**src/rtl/ip_tx_arbiter.sv**
```systemverilog
// ip_tx_arbiter: two-channel round-robin scheduler in front of the IP transmit
// send port. Grants one requester at a time, forwards its payload bytes with a
// one-cycle register delay, waits for the IP layer's final-byte pulse and then
// enforces a guard gap before the next grant. The IP layer cannot stall, so
// no byte is ever held back once a channel owns the datapath.
module ip_tx_arbiter #(
  parameter int P_GAP_CYCLES    = 12,   // idle cycles after i_ip_done (1..255)
  parameter int P_START_TIMEOUT = 255   // max wait for first byte (1..65535)
) (
  input  logic        i_clk,
  input  logic        i_rst,
  // channel 0 (UDP)
  input  logic        i_c0_req,
  input  logic [7:0]  i_c0_type,
  input  logic [15:0] i_c0_len,
  output logic        o_c0_grant,
  input  logic [7:0]  i_c0_data,
  input  logic        i_c0_valid,
  input  logic        i_c0_last,
  // channel 1 (ICMP)
  input  logic        i_c1_req,
  input  logic [7:0]  i_c1_type,
  input  logic [15:0] i_c1_len,
  output logic        o_c1_grant,
  input  logic [7:0]  i_c1_data,
  input  logic        i_c1_valid,
  input  logic        i_c1_last,
  // IP layer send port
  output logic [7:0]  o_send_type,
  output logic [15:0] o_send_len,
  output logic [7:0]  o_send_data,
  output logic        o_send_valid,
  output logic        o_send_last,
  input  logic        i_ip_done,
  // status
  output logic        o_busy,
  output logic        o_owner,
  output logic        o_timeout
);

  localparam logic [1:0] S_IDLE      = 2'd0;
  localparam logic [1:0] S_PASS      = 2'd1;
  localparam logic [1:0] S_WAIT_DONE = 2'd2;
  localparam logic [1:0] S_GAP       = 2'd3;

  localparam logic [7:0]  GAP_LAST   = 8'(P_GAP_CYCLES - 1);
  localparam logic [15:0] START_LAST = 16'(P_START_TIMEOUT - 1);

  logic [1:0]  state;
  logic [7:0]  gap_cnt;
  logic [15:0] start_cnt;
  logic        byte_seen;

  logic        pick_any;
  logic        pick_ch;
  logic [7:0]  sel_data;
  logic        sel_valid;
  logic        sel_last;

  // Arbitration pick and mux of the owning channel's byte stream.
  always_comb begin
    // NOTE: every combinational output gets a default first so no path leaves it unassigned (no latch).
    pick_any  = i_c0_req | i_c1_req;
    pick_ch   = (i_c0_req & i_c1_req) ? ~o_owner : i_c1_req;
    sel_data  = 8'h00;
    sel_valid = 1'b0;
    sel_last  = 1'b0;
    // Only the channel holding the grant may reach the send port; the other
    // channel's strobes are dropped here.
    if (o_owner) begin
      sel_data  = i_c1_data;
      sel_valid = i_c1_valid & o_c1_grant;
      sel_last  = i_c1_last;
    end else begin
      sel_data  = i_c0_data;
      sel_valid = i_c0_valid & o_c0_grant;
      sel_last  = i_c0_last;
    end
  end

  assign o_busy = (state != S_IDLE);

  // Scheduler FSM, counters and registered send port.
  always_ff @(posedge i_clk or posedge i_rst) begin
    if (i_rst) begin
      state        <= S_IDLE;
      gap_cnt      <= 8'd0;
      start_cnt    <= 16'd0;
      byte_seen    <= 1'b0;
      o_c0_grant   <= 1'b0;
      o_c1_grant   <= 1'b0;
      o_send_type  <= 8'd0;
      o_send_len   <= 16'd0;
      o_send_data  <= 8'd0;
      o_send_valid <= 1'b0;
      o_send_last  <= 1'b0;
      o_owner      <= 1'b1;  // ch0 wins the first contention
      o_timeout    <= 1'b0;
    end else begin
      // NOTE: all state updates here are non-blocking so every register sees pre-edge values.
      o_timeout    <= 1'b0;
      o_send_valid <= 1'b0;
      o_send_last  <= 1'b0;
      case (state)
        S_IDLE: begin
          if (pick_any) begin
            o_owner     <= pick_ch;
            o_c0_grant  <= ~pick_ch;
            o_c1_grant  <= pick_ch;
            o_send_type <= pick_ch ? i_c1_type : i_c0_type;
            o_send_len  <= pick_ch ? i_c1_len  : i_c0_len;
            start_cnt   <= 16'd0;
            byte_seen   <= 1'b0;
            state       <= S_PASS;
          end
        end
        S_PASS: begin
          o_send_data  <= sel_data;
          o_send_valid <= sel_valid;
          o_send_last  <= sel_valid & sel_last;
          if (sel_valid && sel_last) begin
            o_c0_grant <= 1'b0;
            o_c1_grant <= 1'b0;
            state      <= S_WAIT_DONE;
          end else if (!byte_seen && !sel_valid && start_cnt == START_LAST) begin
            // Requester never started: withdraw the grant and skip WAIT_DONE,
            // since the IP layer will never report a final byte.
            o_c0_grant <= 1'b0;
            o_c1_grant <= 1'b0;
            o_timeout  <= 1'b1;
            gap_cnt    <= 8'd0;
            state      <= S_GAP;
          end else if (sel_valid) begin
            byte_seen <= 1'b1;
          end else if (!byte_seen) begin
            start_cnt <= start_cnt + 16'd1;
          end
        end
        S_WAIT_DONE: begin
          if (i_ip_done) begin
            gap_cnt <= 8'd0;
            state   <= S_GAP;
          end
        end
        default: begin  // S_GAP
          if (gap_cnt == GAP_LAST) begin
            state <= S_IDLE;
          end else begin
            gap_cnt <= gap_cnt + 8'd1;
          end
        end
      endcase
    end
  end

endmodule

```
**config.mk**
```make
export PLATFORM = sky130hd
export DESIGN_NAME = ip_tx_arbiter
export DESIGN_NICKNAME = d
export VERILOG_FILES = /design/src/rtl/ip_tx_arbiter.sv
export SDC_FILE = /design/constraint.sdc
export NUM_CORES = 1
export LEC_CHECK = 0
export CAP_MARGIN = 10
export CORE_MARGIN = 3
export CORE_UTILIZATION = 50
export CTS_BUF_LIST = sky130_fd_sc_hd__clkbuf_16
export DETAILED_ROUTE_END_ITERATION = 7
export PLACE_DENSITY = 0.85
export SETUP_SLACK_MARGIN = 0.15
export SKIP_LAST_GASP = 1
export SYNTH_ARGS = -nofsm -noshare
export SYNTH_HDL_FRONTEND = slang
export SYNTH_SLANG_ARGS = --single-unit
```
**constraint.sdc**
```tcl
create_clock -name i_clk -period 7 [get_ports i_clk]
set_clock_uncertainty 0.2 [all_clocks]
set_input_delay 0.7 -clock i_clk [delete_from_list [all_inputs] [get_ports i_clk]]
set_output_delay 0.7 -clock i_clk [all_outputs]
set_load 0.02 [all_outputs]
```
==> impl_results.md <==
- Outcome: finished clean
- Post-synth EDFFs: 0
- Largest family of logic cells by synthesized area: simple AND/OR/NAND/NOR gates
- Final hold violations: 0
- Inserted Clock Buffers: 9
- Origin of the critical flop-to-flop path: state[1]$_DFFE_PP0P_
- Largest area contributor in the netlist: dfrtp_1
- Vias: 3158
- Crit start category: flop
- CP Max Fanout: 30
- R2r setup slk: 3820 ps
- Synth cell types: 61
- Max clock buf depth: 2
- Worst EP arrival: 3190 ps
- Post-Synth Simple-Gate Area: 20.6%
- Async set or reset register ratio after synthesis: 100%
- Clock Sinks: 65
- Hold Crit Endpoint: o_send_len[14]$_DFFE_PP0P_
- Fin crit period: 3180 ps
- Stages on worst setup path: 7
- Post-synthesis sequential area ratio: 46.2%
- Initial antenna violation count: 0
- Cells on worst reg2reg path: 7
- Core Region: 0.00657 sq mm
- CP max-delay cell: ha_1
- Worst-path clk slew: 50 ps
- CTS tree: yes
- Drt total wl: 9.24 mm
- Final Setup Violations: 0
- Syn nets: 442
- Postcts setup bufs: 0
- Setup tns final: 0 ps
- Max layer used: met4
- Syn Inst Count: 362
- Fillcell total: 465
- Gr ovfl total: 0
- Cell with the most instances after synthesis: dfrtp_1
- Die Width: 89.9 microns
- Post-CTS sizing: 0
- DR WL met2: 4.34 mm
- Crit share post-route: 45.5%
- ANT nets after route: 0
- Avg Cell Area, Syn: 9.73 sq um
- Htree depth: 3
- P per Cell Area: 394 mW/mm^2
- Hold path start: o_send_len[14]$_DFFE_PP0P_
- Nature of the critical path endpoint: flop
- Most area-consuming cells after synthesis: dfrtp_1 (45%), mux2i_1 (9.4%), o21ai_0 (5.0%), nand2_1 (4.7%), a21oi_1 (3.0%)
- Fmax: 314 MHz
- ANT cells: 0
- Type of the worst min-delay path: reg -> reg
- Share of post-route cells with drive strength above 1: 6.60%
- Die Area: 0.00809 sq mm
- Adder-Cell Fraction of Synth Area: 2.49%
- Setup repair after global routing missed its margin: no
- Worst-path cell chain: inv_1, ha_1, nor2b_1, and4_4, or2_0, o21ai_0, a22o_1
- Fraction of synthesized area in multiplexers: 10.0%
- DRT met1 WL: 3.82 mm
- Hpwl dp: 6.66 mm
- Leak: 2.08 nW
- Most instantiated cells after synthesis: dfrtp_1 (64), nand2_1 (44), o21ai_0 (35), mux2i_1 (33), nor2_1 (24)
- Top cell type's share of synthesized area: 45.5%
- Boundary pin count: 112
- Post-DR vias/cell: 5.61
- Clock root buffer: clkbuf_16
- GRT Util Overall: 24.0%
- Hold buffer count at CTS: 0
- Number of max-cap violations: 0
- Port buffer count: 111
- Starting Density: 53.6%
- Rel. slew slack: 28.8%
- Routed length per instance: 16.4 microns
- Worst Path Buf+Inv: 1
- Synth Register Bits: 65
- First-pass GRT wire length: 15.7 mm
- P&R area growth vs syn: 40.0%
- Die Y: 89.9 microns
- Least-Margin Pin Slew: 1070 ps
- Vias in the first global route: 3178
- Clk_lat worst skew: 330 ps
- Rows: 29
- Drt drc: 0
- Worst endpoint required time: 7010 ps
- Hold WS: 279 ps
- Worst hold stages: 2
- Worst r2r dst: start_cnt[12]$_DFFE_PP0P_
- Largest net degree at the start of global routing: 66
- Nets@finish: 545
- Metal3 WL: 914 microns
- Max VDD drop: 0.000200 V
- Initial DRC Count: 195
- Delay-heaviest family, CP: simple AND/OR/NAND/NOR gates
- Type of the worst setup path: reg -> reg
- Synth warn: 0
- CP max stage delay: 840 ps
- Drt pass-1 iters: 4
- Compound-Gate Fraction of Synth Area: 16.4%
- Xor and xnor area share after synthesis: 0%
- Routability cong.: 0.881
- Synth Flop Type: dfrtp_1
- Slew Limit Fails: 0
- Post-Syn Area: 0.00352 sq mm
-- state kept, by name (all words and copies together) (netlist names), 2 cells and up --
| register | cells |
|---|---|
| o_send_data | 8 |
| state | 2 |
| o_send_type | 8 |
| o_send_len | 16 |
| gap_cnt | 8 |
| start_cnt | 16 |
-- cells by family after synthesis --
| family | after synthesis |
|---|---|
| AOI/OAI and AO/OA | 92 |
| adders and majority gates | 7 |
| buffers and inverters | 31 |
| DFF | 65 |
| muxes | 35 |
| and+or+nand+nor | 132 |
-- cell type report --
type | instances | area, sq um | area share (%)
Clock inverter | 7 | 37.5 | 0.761
Tap cell | 93 | 116 | 2.36
Inverter | 10 | 37.5 | 0.761
Sequential cell | 65 | 1630 | 33.0
Clock buffer | 9 | 225 | 4.57
Multi-Input combinational cell | 266 | 1760 | 35.7
Timing Repair Buffer | 113 | 1130 | 22.8
-- report_power, final --
group / switching (mW) / internal, mW / total (mW) / leakage, nW
sequential: 0.116 / 0.509 / 0.626 / 0.829
combinational: 0.518 / 0.404 / 0.922 / 1.12
clock: 0.160 / 0.235 / 0.395 / 0.128
-- metal layers --
| layer | vias to the layer above | global-route usage (%) |
|---|---|---|
| met5 | - | 0 |
| met3 | 13 | 8.26 |
| met4 | 0 | 8.93 |
| met1 | 1504 | 30.9 |
| li1 | 1519 | - |
| met2 | 122 | 37.6 |
-- worst max-delay path by stage --
stage	startpoint	slack [ps]	end
floorplan	i_rst	4480	byte_seen$_DFFE_PP0P_
global placement	state[1]$_DFFE_PP0P_	4030	start_cnt[12]$_DFFE_PP0P_
detailed placement	state[1]$_DFFE_PP0P_	3940	start_cnt[12]$_DFFE_PP0P_
CTS	state[1]$_DFFE_PP0P_	3860	start_cnt[12]$_DFFE_PP0P_
global route	state[1]$_DFFE_PP0P_	3570	start_cnt[12]$_DFFE_PP0P_
finish	state[1]$_DFFE_PP0P_	3820	start_cnt[12]$_DFFE_PP0P_
-- worst reg2reg max path, stage by stage (launching register included) --
cell     delay (ps)
dfrtp_1         400
inv_1           140
ha_1            840
nor2b_1         260
and4_4          300
or2_0           480
o21ai_0         180
a22o_1          260
-- stage by stage --
step	setup slack, ps	std cells	utilization [%]	area [sq um]	power (mW)
floorplan	4480	362	-	3520	1.18
detailed placement	3940	547	71.1	4670	1.54
global placement	4030	547	71.1	4670	1.51
global route	3570	563	75.1	4930	2.08
finish	3820	563	75.1	4930	1.94
CTS	3860	563	75.1	4930	1.95
-- layout by cell type, fill, tap and decap left out, types with 4 or more instances in the layout --
| master | netlist | routed |
|---|---|---|
| nor2_1 | 24 | 24 |
| nand3_1 | 9 | 9 |
| ha_1 | 7 | 7 |
| a31oi_1 | 7 | 7 |
| clkbuf_16 | 0 | 9 |
| and4_4 | 4 | 4 |
| o211ai_1 | 4 | 4 |
| mux2i_1 | 33 | 33 |
| dfrtp_1 | 64 | 64 |
| inv_1 | 10 | 9 |
| nand3b_1 | 4 | 4 |
| a21oi_1 | 21 | 21 |
| nand4_1 | 5 | 5 |
| o21ai_0 | 35 | 35 |
| nand2_1 | 44 | 44 |
| nor3_1 | 10 | 10 |
| clkdlybuf4s50_1 | 0 | 111 |
| o22a_1 | 6 | 6 |
(Power assumes the default switching activity.)
